<file path="src/rtl/mem_stage.sv">
// Memory-access stage: registers the EX bus, extends SRAM load data and drives the WB/ID buses.
// Optional misaligned-load detection is enabled with `define MEM_ALIGN_CHK_EN.
module mem_stage #(
  parameter int EX_TO_MEM_WD = 80,
  parameter int MEM_TO_WB_WD = 70,
  parameter int MEM_TO_ID_FW = 38,
  parameter int STALL_WD     = 6
) (
  input  logic                    clk,
  input  logic                    rst,
  input  logic [STALL_WD-1:0]     stall,
  input  logic [EX_TO_MEM_WD-1:0] ex_to_mem_bus,
  input  logic [31:0]             data_sram_rdata,
  output logic [MEM_TO_WB_WD-1:0] mem_to_wb_bus,
  output logic [MEM_TO_ID_FW-1:0] mem_to_id_bus,
  output logic                    mem_adel
);

  logic [EX_TO_MEM_WD-1:0] r_bus;
  logic                    r_fresh;
  logic                    r_hold_valid;
  logic [31:0]             r_hold_data;

  logic        w_bubble;
  logic        w_update;
  logic [3:0]  w_readen;
  logic [31:0] w_pc;
  logic        w_ram_en;
  logic [3:0]  w_ram_wen;
  logic        w_sel_rf_res;
  logic        w_rf_we;
  logic [4:0]  w_rf_waddr;
  logic [31:0] w_ex_result;
  logic        w_load;
  logic [31:0] w_rdata;
  logic [7:0]  w_byte;
  logic [15:0] w_half;
  logic [31:0] w_load_data;
  logic [31:0] w_rf_wdata;
  logic        w_is_lw;
  logic        w_is_lh_any;
  logic        w_adel;
  logic        w_rf_we_out;
  logic        w_unused;

  assign w_bubble = stall[3] & ~stall[4];
  assign w_update = ~(stall[3] & stall[4]);
  assign w_unused = ^{stall[STALL_WD-1:5], stall[2:0]};

  // Any R update (load or bubble) invalidates the hold buffer; only the first
  // stalled edge after an update captures SRAM data.
  always_ff @(posedge clk or posedge rst) begin
    if (rst) begin
      r_bus        <= '0;
      r_fresh      <= 1'b0;
      r_hold_valid <= 1'b0;
      r_hold_data  <= '0;
    end else if (w_update) begin
      r_bus        <= w_bubble ? '0 : ex_to_mem_bus;
      r_fresh      <= 1'b1;
      r_hold_valid <= 1'b0;
    end else begin
      r_fresh <= 1'b0;
      if (r_fresh) begin
        r_hold_data  <= data_sram_rdata;
        r_hold_valid <= 1'b1;
      end
    end
  end

  assign w_readen     = r_bus[79:76];
  assign w_pc         = r_bus[75:44];
  assign w_ram_en     = r_bus[43];
  assign w_ram_wen    = r_bus[42:39];
  assign w_sel_rf_res = r_bus[38];
  assign w_rf_we      = r_bus[37];
  assign w_rf_waddr   = r_bus[36:32];
  assign w_ex_result  = r_bus[31:0];

  assign w_load  = w_ram_en & (w_ram_wen == 4'b0000);
  assign w_rdata = r_hold_valid ? r_hold_data : data_sram_rdata;

  always_comb begin
    w_byte = '0;
    case (w_ex_result[1:0])
      2'd0:    w_byte = w_rdata[7:0];
      2'd1:    w_byte = w_rdata[15:8];
      2'd2:    w_byte = w_rdata[23:16];
      default: w_byte = w_rdata[31:24];
    endcase
  end

  assign w_half = w_ex_result[1] ? w_rdata[31:16] : w_rdata[15:0];

  always_comb begin
    w_load_data = w_rdata;
    w_is_lw     = 1'b0;
    w_is_lh_any = 1'b0;
    case (w_readen)
      4'b0001: w_load_data = {{24{w_byte[7]}}, w_byte};
      4'b0010: w_load_data = {24'h0, w_byte};
      4'b0011: begin
        w_load_data = {{16{w_half[15]}}, w_half};
        w_is_lh_any = 1'b1;
      end
      4'b0100: begin
        w_load_data = {16'h0, w_half};
        w_is_lh_any = 1'b1;
      end
      default: w_is_lw = 1'b1;
    endcase
  end

  assign w_rf_wdata = (w_sel_rf_res & w_load) ? w_load_data : w_ex_result;

`ifdef MEM_ALIGN_CHK_EN
  assign w_adel = w_load & ((w_is_lw & (w_ex_result[1:0] != 2'b00)) |
                            (w_is_lh_any & w_ex_result[0]));
`else
  logic w_unused_chk;
  assign w_unused_chk = w_is_lw ^ w_is_lh_any;
  assign w_adel       = 1'b0;
`endif

  assign w_rf_we_out   = w_rf_we & ~w_adel;
  assign mem_adel      = w_adel;
  assign mem_to_wb_bus = {w_pc, w_rf_we_out, w_rf_waddr, w_rf_wdata};
  assign mem_to_id_bus = {w_rf_we_out, w_rf_waddr, w_rf_wdata};

endmodule
</file>
<file path="config.mk">
export PLATFORM = sky130hd
export DESIGN_NAME = mem_stage
export DESIGN_NICKNAME = d
export VERILOG_FILES = /design/src/rtl/mem_stage.sv
export SDC_FILE = /design/constraint.sdc
export NUM_CORES = 1
export LEC_CHECK = 0
export BUFFER_PORTS_ARGS = -buffer_cell sky130_fd_sc_hd__clkbuf_2
export CAP_MARGIN = 15
export CORE_MARGIN = 10
export CORE_UTILIZATION = 29
export CTS_BUF_LIST = sky130_fd_sc_hd__clkbuf_16
export CTS_CLUSTER_DIAMETER = 30
export CTS_CLUSTER_SIZE = 8
export DETAILED_ROUTE_END_ITERATION = 10
export RECOVER_POWER = 100
export SYNTH_ARGS = -nofsm -noshare
export SYNTH_HDL_FRONTEND = slang
export SYNTH_SLANG_ARGS = --single-unit
</file>
<file path="constraint.sdc">
create_clock -name clk -period 3.1 [get_ports clk]
set_clock_uncertainty 0.15 [all_clocks]
set_input_delay 0.155 -clock clk [delete_from_list [all_inputs] [get_ports clk]]
set_output_delay 0.155 -clock clk [all_outputs]
set_load 0.05 [all_outputs]
</file>
==> impl_metrics.yaml <==
sta:
  fin_crit_ns: 3.06
  whs_ns: 0.196
  slew_viol_final: 81
  setup_viol: 0
  fmax_mhz: 327
  fin_ws_ns: 0.0445
  rsz0062_at_grt: "true"
  worst_slew_pin_slew_ns: 1.72
  hold_viol_final: 0
  slew_headroom_pct: -15.0
  finalCritPeriodShare_pct: 98.6
  final.setup.tns_ns: 0
worst_setup_path:
  cpPeakStageDelay_ns: 0.53
  regToRegSetupSlack_ns: 1.30
  reg2reg_depth: 3
  arrival_ns: 2.75
  crit_slowest_cell: "mux4_2"
  crit_family: "multiplexers"
  start_kind: "flop"
  r2r-end: "r_hold_data[24]"
  cp_max_fo: 9
  crit_type: "flop to output port"
  r2r-start: "r_fresh"
  crit_required_ns: 2.79
  critPathCaptureType: "output port"
  cp_cell_sequence: "mux2i_1 -> mux4_2 -> nor2_4 -> a31oi_2 -> a21oi_1 -> buf_12"
  cp.buffers_inverters: 1
routing:
  drtPass1Iterations: 5
  wl_per_cell_microns: 17.7
  routed.top_layer: "met4"
  met2_length_mm: 11.4
  wirelength_mm: 22.5
  wl_met1_mm: 9.21
  drt-initial-drc-count: 347
  viasPerCell: 4.65
  met3_length_mm: 1.69
  drc: 0
  num_vias: 5921
  drtAntennaViolNets: 0
place:
  numPortBuffers: 223
  place.detailed.hpwl_mm: 16.3
  place_area_sq_mm: 0.00811
  gp_congestion: 0.875
  dp.cells: 1128
  dp_slack_ns: 0.269
clock_network:
  clock_sinks: 114
  clk_pin_slew_ns: 0.05
  cts_buffers: 17
  clock_path_buffers: 2
  clk_latency_ns: 0.41
  cts_root_buf: "clkbuf_16"
  cts_tree: "built"
  cts_max_level: 4
  post_cts_buffers: 0
global_routing:
  grt_overflow: 0
  grt_use_total_pct: 15.1
  antenna_found_initial: 1
  grt_pass1_vias: 6044
  grt_pass1_wl_mm: 34.5
  grt_max_degree: 100
power_and_ir_drop:
  vdd_ir_drop_max_mv: 0.343
  power_density_mw_per_mm2: 516
  p_leak_nw: 4.47
floorplan:
  io_pins: 229
  die_w_microns: 170
  rows: 54
  coreArea_sq_mm: 0.0220
  die_y_microns: 170
  die_area_sq_mm: 0.0290
  start_util_pct: 29.7
finish:
  synthToLayoutAreaGrowth_pct: 48.7
  fin_area_sq_mm: 0.00973
  stdcell_count: 1274
  finalNetCount: 1100
  fill_cells: 2173
  drive_gt1_share_pct: 30.0
synth:
  yosysTopAreaCell: "dfrtp_1"
  yosysSeqAreaShare_pct: 43.6
  synth_top_area_share_pct: 43.6
  ys_warn_count: 0
  synth_area_leaders: "dfrtp_1 44%, o21ai_0 9.4%, buf_4 9.1%"
  yosysMostFrequentCell: "o21ai_0"
  yosysUniqueCellTypes: 40
  synthTopCellsByCount: "123 x o21ai_0, 114 x dfrtp_1, 85 x inv_1"
  synth_ff_type: "dfrtp_1"
  syn_avg_cell_area_sq_um: 8.94
  ys_async_sr_fraction_pct: 100
  syn_area_sq_mm: 0.00655
  synthesis.instances: 732
  synth-seq-cells: 114
  synth_edf_count: 0
  syn_nets: 852
min_path:
  hold_path_class: "primary input to flop"
  hold_depth: 4
  min_to: "r_fresh"
  worstHoldStart: "stall[4]"
flow_run:
  cap_viol_max_count: 2
run_status:
  failed_checks: "max-capacitance violations, max-slew violations"
  status: "finished, violations left"
-- layer usage --
| metal | GRT usage (%) | vias to the layer above |
|---|---|---|
| li1 | - | 2897 |
| met1 | 18.3 | 2800 |
| met2 | 25.7 | 206 |
| met3 | 5.04 | 18 |
| met4 | 3.01 | 0 |
| met5 | 0 | - |
-- timing repair --
item                                    in CTS  in global routing
gates resized for setup                      4                 10
endpoints found under the setup margin      26                 36
hold buffers                               113                  0
hold endpoints to repair                   146                  0
-- flip-flops by register name, indices dropped and copies added, names as in the netlist --
register,count
r_hold_data,32
r_fresh,1
r_bus,80
r_hold_valid,1
-- cells in the final DEF (no fill, tap or decap), types with 19 or more instances in the layout --
master	count
clkbuf_2	129
dlygate4sd3_1	113
dfrtp_1	112
o21ai_0	111
inv_1	84
nand3_1	59
mux2_2	51
clkbuf_1	48
buf_12	48
nand2_1	39
nor2_1	21
mux2i_1	19
-- metrics by stage --
stage | utilization [%] | power, mW
floorplan | - | 2.70
global placement | 36.8 | 3.14
detailed placement | 36.8 | 3.16
CTS | 44.5 | 5.10
global route | 44.2 | 5.26
finish | 44.2 | 5.02
-- worst register-to-register path, stage by stage (launching register included) --
cell and delay, ns:
dfrtp_1 0.37, nand2_1 0.05, clkbuf_2 0.67, mux2_2 0.44
-- kinds of logic after synthesis --
group | after synthesis | share of synthesized area, %
buffers and inverters | 214 | 17.1
other | 1 | 0.0573
and+or+nand+nor | 140 | 10.1
DFF | 114 | 43.6
muxes | 72 | 12.4
AOI/OAI and AO/OA | 190 | 16.6
xor gates and xnor gates | 1 | 0.134
-- how the worst max path moves through the flow --
stage	from	end	slack, ns	depth (start not counted)
CTS	r_hold_valid	mem_to_id_bus[19]	-0.04	6
detailed placement	r_hold_valid	mem_to_id_bus[19]	0.27	6
floorplan	r_hold_valid	mem_to_wb_bus[15]	0.11	7
finish	r_hold_valid	mem_to_id_bus[19]	0.04	6
global placement	r_bus[77]	mem_to_id_bus[4]	0.32	6
global route	r_hold_valid	mem_to_id_bus[19]	-0.04	6
-- cell type report --
class,instances,area [sq um],share of cell area [%]
Multi-Input combinational cell,404,2610,26.8
Inverter,85,320,3.29
Sequential cell,114,2860,29.3
Clock buffer,17,425,4.37
Antenna cell,1,2.50,0.0257
Clock inverter,15,111,1.14
Timing Repair Buffer,358,3060,31.5
Tap cell,280,350,3.60
-- power breakdown --
group	internal, mW	total, mW	switching (mW)
logic	0.605	1.51	0.908
registers	1.64	1.73	0.0902
clock network	1.02	1.78	0.753
total	3.27	5.02	1.75
Power figures use the tool's default switching activity.
